===== src/rtl/truth_table_sweeper_if.sv =====
// Signal bundle between the truth-table sweeper and the two function
// implementations / result consumer it is wrapped around.
interface truth_table_sweeper_if #(
  parameter int N_VARS = 3
);
  localparam int M = 1 << N_VARS;

  logic              start;
  logic              s_a;
  logic              s_b;
  logic [N_VARS-1:0] xyz;
  logic              busy;
  logic              done;
  logic [M-1:0]      mask_a;
  logic [M-1:0]      mask_b;
  logic              mismatch;
  logic [N_VARS-1:0] first_bad;
  logic [N_VARS:0]   zeros_a;

  // Stimulus / observer side: requests sweeps, supplies the function outputs.
  modport master (
    output start, s_a, s_b,
    input  xyz, busy, done, mask_a, mask_b, mismatch, first_bad, zeros_a
  );

  // Sweeper side.
  modport slave (
    input  start, s_a, s_b,
    output xyz, busy, done, mask_a, mask_b, mismatch, first_bad, zeros_a
  );
endinterface


===== src/rtl/truth_table_sweeper.sv =====
// Walks the shared input vector of two combinational implementations through
// every minterm, samples both outputs after a settle window, and builds their
// truth-table masks plus an equivalence verdict.
//
// state  | meaning
// IDLE   | waiting for start; results from the last sweep are held
// SETTLE | current minterm driven, waiting for the logic to settle
// SAMPLE | capture s_a/s_b for the current minterm, advance index
// DONE   | one-cycle completion pulse, results final
module truth_table_sweeper #(
  parameter int N_VARS = 3,
  parameter int SETTLE = 1
) (
  input logic                  clk_i,
  input logic                  rst_n_i,
  truth_table_sweeper_if.slave bus
);
  localparam int M  = 1 << N_VARS;
  localparam int ZW = N_VARS + 1;

  localparam logic [1:0] S_IDLE   = 2'd0;
  localparam logic [1:0] S_SETTLE = 2'd1;
  localparam logic [1:0] S_SAMPLE = 2'd2;
  localparam logic [1:0] S_DONE   = 2'd3;

  // With no settle time the sweep stays in SAMPLE and advances every cycle.
  localparam logic [1:0]        S_NEXT   = (SETTLE == 0) ? S_SAMPLE : S_SETTLE;
  localparam logic [3:0]        CNT_LAST = (SETTLE > 0) ? 4'(SETTLE - 1) : 4'd0;
  localparam logic [N_VARS-1:0] IDX_LAST = {N_VARS{1'b1}};
  localparam logic [N_VARS-1:0] IDX_ONE  = N_VARS'(1);
  localparam logic [ZW-1:0]     ZER_ONE  = ZW'(1);

  logic [1:0]        state_q,     state_d;
  logic [N_VARS-1:0] idx_q,       idx_d;
  logic [3:0]        cnt_q,       cnt_d;
  logic [M-1:0]      mask_a_q,    mask_a_d;
  logic [M-1:0]      mask_b_q,    mask_b_d;
  logic              mismatch_q,  mismatch_d;
  logic [N_VARS-1:0] first_bad_q, first_bad_d;
  logic [ZW-1:0]     zeros_a_q,   zeros_a_d;

  // Next-state and datapath update for the sweep sequence.
  always_comb begin
    state_d     = state_q;
    idx_d       = idx_q;
    cnt_d       = cnt_q;
    mask_a_d    = mask_a_q;
    mask_b_d    = mask_b_q;
    mismatch_d  = mismatch_q;
    first_bad_d = first_bad_q;
    zeros_a_d   = zeros_a_q;
    case (state_q)
      S_IDLE: begin
        if (bus.start) begin
          mask_a_d    = '0;
          mask_b_d    = '0;
          mismatch_d  = 1'b0;
          first_bad_d = '0;
          zeros_a_d   = '0;
          idx_d       = '0;
          cnt_d       = '0;
          state_d     = S_NEXT;
        end
      end
      S_SETTLE: begin
        if (cnt_q == CNT_LAST) begin
          cnt_d   = '0;
          state_d = S_SAMPLE;
        end else begin
          cnt_d = cnt_q + 4'd1;
        end
      end
      S_SAMPLE: begin
        mask_a_d[idx_q] = bus.s_a;
        mask_b_d[idx_q] = bus.s_b;
        if (bus.s_a == 1'b0) zeros_a_d = zeros_a_q + ZER_ONE;
        // Only the first disagreement is recorded; later ones leave first_bad alone.
        if ((bus.s_a != bus.s_b) && !mismatch_q) begin
          mismatch_d  = 1'b1;
          first_bad_d = idx_q;
        end
        if (idx_q == IDX_LAST) begin
          idx_d   = '0;
          state_d = S_DONE;
        end else begin
          idx_d   = idx_q + IDX_ONE;
          state_d = S_NEXT;
        end
      end
      S_DONE:  state_d = S_IDLE;
      default: state_d = S_IDLE;
    endcase
  end

  // State and result registers, cleared asynchronously.
  always_ff @(posedge clk_i or negedge rst_n_i) begin
    if (!rst_n_i) begin
      state_q     <= S_IDLE;
      idx_q       <= '0;
      cnt_q       <= '0;
      mask_a_q    <= '0;
      mask_b_q    <= '0;
      mismatch_q  <= 1'b0;
      first_bad_q <= '0;
      zeros_a_q   <= '0;
    end else begin
      state_q     <= state_d;
      idx_q       <= idx_d;
      cnt_q       <= cnt_d;
      mask_a_q    <= mask_a_d;
      mask_b_q    <= mask_b_d;
      mismatch_q  <= mismatch_d;
      first_bad_q <= first_bad_d;
      zeros_a_q   <= zeros_a_d;
    end
  end

  // idx is already 0 in IDLE and DONE, so it drives xyz directly.
  assign bus.xyz       = idx_q;
  assign bus.busy      = (state_q == S_SETTLE) || (state_q == S_SAMPLE);
  assign bus.done      = (state_q == S_DONE);
  assign bus.mask_a    = mask_a_q;
  assign bus.mask_b    = mask_b_q;
  assign bus.mismatch  = mismatch_q;
  assign bus.first_bad = first_bad_q;
  assign bus.zeros_a   = zeros_a_q;
endmodule


===== src/flat_wrapper.sv =====
// flat-port wrapper written by rule: the top's interface ports become plain ports
module truth_table_sweeper_flat 
#(
  parameter int N_VARS = 3,
  parameter int SETTLE = 1
)
  (clk_i, rst_n_i, bus_start, bus_s_a, bus_s_b, bus_xyz, bus_busy, bus_done, bus_mask_a, bus_mask_b, bus_mismatch, bus_first_bad, bus_zeros_a);
  truth_table_sweeper_if #(.N_VARS(N_VARS)) bus_i ();
  input logic clk_i;
  input logic rst_n_i;
  input wire logic [$bits(bus_i.start)-1:0] bus_start;
  input wire logic [$bits(bus_i.s_a)-1:0] bus_s_a;
  input wire logic [$bits(bus_i.s_b)-1:0] bus_s_b;
  output wire logic [$bits(bus_i.xyz)-1:0] bus_xyz;
  output wire logic [$bits(bus_i.busy)-1:0] bus_busy;
  output wire logic [$bits(bus_i.done)-1:0] bus_done;
  output wire logic [$bits(bus_i.mask_a)-1:0] bus_mask_a;
  output wire logic [$bits(bus_i.mask_b)-1:0] bus_mask_b;
  output wire logic [$bits(bus_i.mismatch)-1:0] bus_mismatch;
  output wire logic [$bits(bus_i.first_bad)-1:0] bus_first_bad;
  output wire logic [$bits(bus_i.zeros_a)-1:0] bus_zeros_a;
  assign bus_i.start = bus_start;
  assign bus_i.s_a = bus_s_a;
  assign bus_i.s_b = bus_s_b;
  assign bus_xyz = bus_i.xyz;
  assign bus_busy = bus_i.busy;
  assign bus_done = bus_i.done;
  assign bus_mask_a = bus_i.mask_a;
  assign bus_mask_b = bus_i.mask_b;
  assign bus_mismatch = bus_i.mismatch;
  assign bus_first_bad = bus_i.first_bad;
  assign bus_zeros_a = bus_i.zeros_a;
  truth_table_sweeper #(.N_VARS(N_VARS), .SETTLE(SETTLE)) u_core (.clk_i(clk_i), .rst_n_i(rst_n_i), .bus(bus_i));
endmodule

===== config.mk =====
export PLATFORM = sky130hd
export DESIGN_NAME = truth_table_sweeper_flat
export DESIGN_NICKNAME = d
export VERILOG_FILES = /design/src/rtl/truth_table_sweeper_if.sv /design/src/rtl/truth_table_sweeper.sv /design/src/flat_wrapper.sv
export SDC_FILE = /design/constraint.sdc
export NUM_CORES = 1
export LEC_CHECK = 0
export ABC_CLOCK_PERIOD_IN_PS = 5000
export BUFFER_PORTS_ARGS = -buffer_cell sky130_fd_sc_hd__buf_4
export CAP_MARGIN = 20
export CORE_MARGIN = 1
export CORE_UTILIZATION = 59
export CTS_CLUSTER_SIZE = 28
export DETAILED_ROUTE_END_ITERATION = 6
export HOLD_SLACK_MARGIN = 0.12
export PLACE_DENSITY = 0.88
export SKIP_CTS_REPAIR_TIMING = 1
export SLEW_MARGIN = 20
export SYNTH_ARGS = -nofsm -noshare
export SYNTH_HDL_FRONTEND = slang
export SYNTH_SLANG_ARGS = --single-unit

===== constraint.sdc =====
create_clock -name clk_i -period 5 [get_ports clk_i]
set_input_delay 1 -clock clk_i [delete_from_list [all_inputs] [get_ports clk_i]]
set_output_delay 1 -clock clk_i [all_outputs]
set_load 0.01 [all_outputs]

==> metrics <==
outcome=complete, but fails checks; violated checks=DRC; PwrDens=approximately 530 nW/um^2; # rows=19; Final WS setup=2.46 ns; Post-synth EDFFs=0; Post-synth ARST share=100%; area grow syn2layout=15.6%; xor and xnor fraction of the mapped netlist area=less than 1%; routability cong.=0.752; Worst Path Required=5.21 ns; element type at the critical path start=register; CP max FO=31; Synth Cell Area=1810 um^2; r2r startpoint=u_core.state_q[0]; critical path cell sequence=inv_1, ha_1, o21ai_1, buf_4, a22o_1; number of buffers added on ports=33; I/O pin count=34; max cap viols=0; Clock transition at path regs=around 0.10 ns; number of global-route vias before repair=1371; Mean Syn Cell Area=11.5 um^2; Final Cycle Share=around half; Critical Path Source=u_core.state_q[0]; GRT Total Usage=25.9%; delay-heaviest family, CP=adder cells; Setup CP Type=register to register; Layout Skew=0.00840 ns; Yosys warning count=0; die width=57.4 um; GR Overflow Total=0; initial antenna violation count=0; Final #Nets=about 200; flops & latches, synth=33; Die Span Y=57.4 um; CTS H-tree depth=2; Hold Crit Start=u_core.cnt_q[2]; WP buf/inv=2; clk buf depth=2; fraction of layout instances using a drive strength above 1=32.4%; Finished Layout Cells=219; WL final=3.80 mm; Cell variety after synth=33; Sink Count=33; Worst Tran Pin Value=1.07 ns; Final min period=about 2.5 ns; CTS buffer count=5; Core Box Area=2830 um^2; RSZ-0062 raised after global routing=false; Syn Nets=171; critical path arrival=approximately 2.8 ns; commonest non-fill, non-tap cell in the layout=buf_4; Critical Path End Type=register; final max-slew violation count=0; final-report hold violation count=0; DIE AREA=3290 um^2; Initial DRT Pass Iterations=6; clock root cell=clkbuf_4; number of fill cells=211; DRT antenna net count=0; max_slew headroom=28.9%; TritonCTS clock tree=built; sequential-to-total area share from yosys stat=45.6%; antenna cells=0; largest net degree at the start of global routing=34; most frequent cells in the layout=buf_4 (34), dfrtp_1 (33), a22o_1 (27), mux2_2 (14), ha_1 (9); Pleak=roughly 0.0011 uW; Syn Inst Count=roughly 160; Clock Latency Late Sink=0.33 ns; Synth Flop Type=dfrtp_1; Compound-Gate Fraction of Synth Area=19.3%; Hold Worst Slack=approximately 0.52 ns; dpl ws=2.51 ns; post-synthesis mux area share=12.6%; Fin Setup TNS=0 ns; placed insts=around 210; simple-gate share of the synthesized area=11.1%; largest family of logic cells by synthesized area=compound AO/OA/AOI/OAI gates; Via density=6.48; CP max-delay cell=ha_1; global-route wire length before repair=6.56 mm; Routed WL per cell=17.4 um; final setup vio count=0; critical path's largest stage delay=0.87 ns; fmax=394 MHz; maximum VDD drop=351 uV; initial core utilization=64.0%; Synth Area in Adders=under 10%; HP Class=register to register; Starting DRT DRC Count=60; Remaining DRCs=6; fin util=approximately 74%; hpwl dp=2.57 mm; routed via count=1420
-- worst register-to-register path: stages, from the launching register on --
cell     delay [ns]
dfrtp_1        0.44
inv_1          0.11
ha_1           0.87
o21ai_1        0.42
buf_4          0.32
a22o_1         0.27
-- cells in the mapped netlist (4+ instances only) --
| cell type | number | area share (%) |
|---|---|---|
| dfrtp_1 | 33 | 46 |
| a22o_1 | 27 | 13 |
| mux2_2 | 14 | 8.7 |
| ha_1 | 9 | 6.2 |
| inv_1 | 6 | 1.2 |
| buf_2 | 5 | 1.4 |
| nor2_1 | 5 | 1.0 |
| nor3_1 | 5 | 1.4 |
| clkbuf_1 | 4 | 0.83 |
| mux2_4 | 4 | 3.3 |
| nand2_1 | 4 | 0.83 |
| nand3b_1 | 4 | 1.7 |
| nor3b_1 | 4 | 1.7 |
| o21ai_0 | 4 | 1.1 |
-- path summary, 6_finish.rpt --
path	to	slack, ns	depth (start not counted)
max in group asynchronous	u_core.bus.first_bad[1]	4.10	1
hold reg to reg	u_core.cnt_q[2]	0.52	1
min in group asynchronous	u_core.bus.mask_b[3]	0.59	1
setup / recovery	u_core.bus.first_bad[1]	2.46	5
hold / removal	u_core.cnt_q[2]	0.52	1
setup reg to reg	u_core.bus.first_bad[1]	2.46	5
-- power by group --
group | internal [uW] | total [uW] | switching (uW)
clock network | 53.5 | 142 | 88.7
logic | 268 | 551 | 283
registers | 330 | 418 | 88.2
-- layout make-up --
class / count / area [um^2] / area share, %
Clock buffer: 6 / 41.3 / 1.97
Clock inverter: 2 / 10.0 / 0.478
Tap cell: 31 / 38.8 / 1.85
Sequential cell: 33 / 826 / 39.5
Multi-Input combinational cell: 107 / 898 / 42.9
Timing Repair Buffer: 34 / 255 / 12.2
Inverter: 6 / 22.5 / 1.08
-- state kept, by name, indices dropped and copies added, names as in the netlist --
signal                count
u_core.state_q            2
u_core.bus.first_bad      3
u_core.bus.mismatch       1
u_core.bus.zeros_a        4
u_core.bus.mask_a         8
u_core.bus.xyz            3
u_core.cnt_q              4
u_core.bus.mask_b         8
-- kinds of logic (layout without fill, tap and decap cells) --
family | after synthesis | after routing
AOI/OAI and AO/OA | 44 | 44
and+or+nand+nor | 34 | 34
DFF | 33 | 33
muxes | 19 | 19
buffers and inverters | 17 | 48
adders and majority gates | 9 | 9
xor gates and xnor gates | 1 | 1
-- metal layers --
metal	routed length, um	global-route usage (%)	up-vias
met5	0	0	-
met4	78	9.06	0
met3	187	6.80	11
met2	1850	41.9	49
met1	1680	33.9	715
li1	-	-	645
-- through the flow --
| step | power [uW] | cell area (um^2) |
|---|---|---|
| finish | 1110 | 2090 |
| global route | 1180 | 2090 |
| CTS | 1110 | 2090 |
| detailed placement | 967 | 2040 |
| global placement | 931 | 2040 |
| floorplan | 786 | 1810 |
No activity file was read; power rests on OpenSTA's default activity.
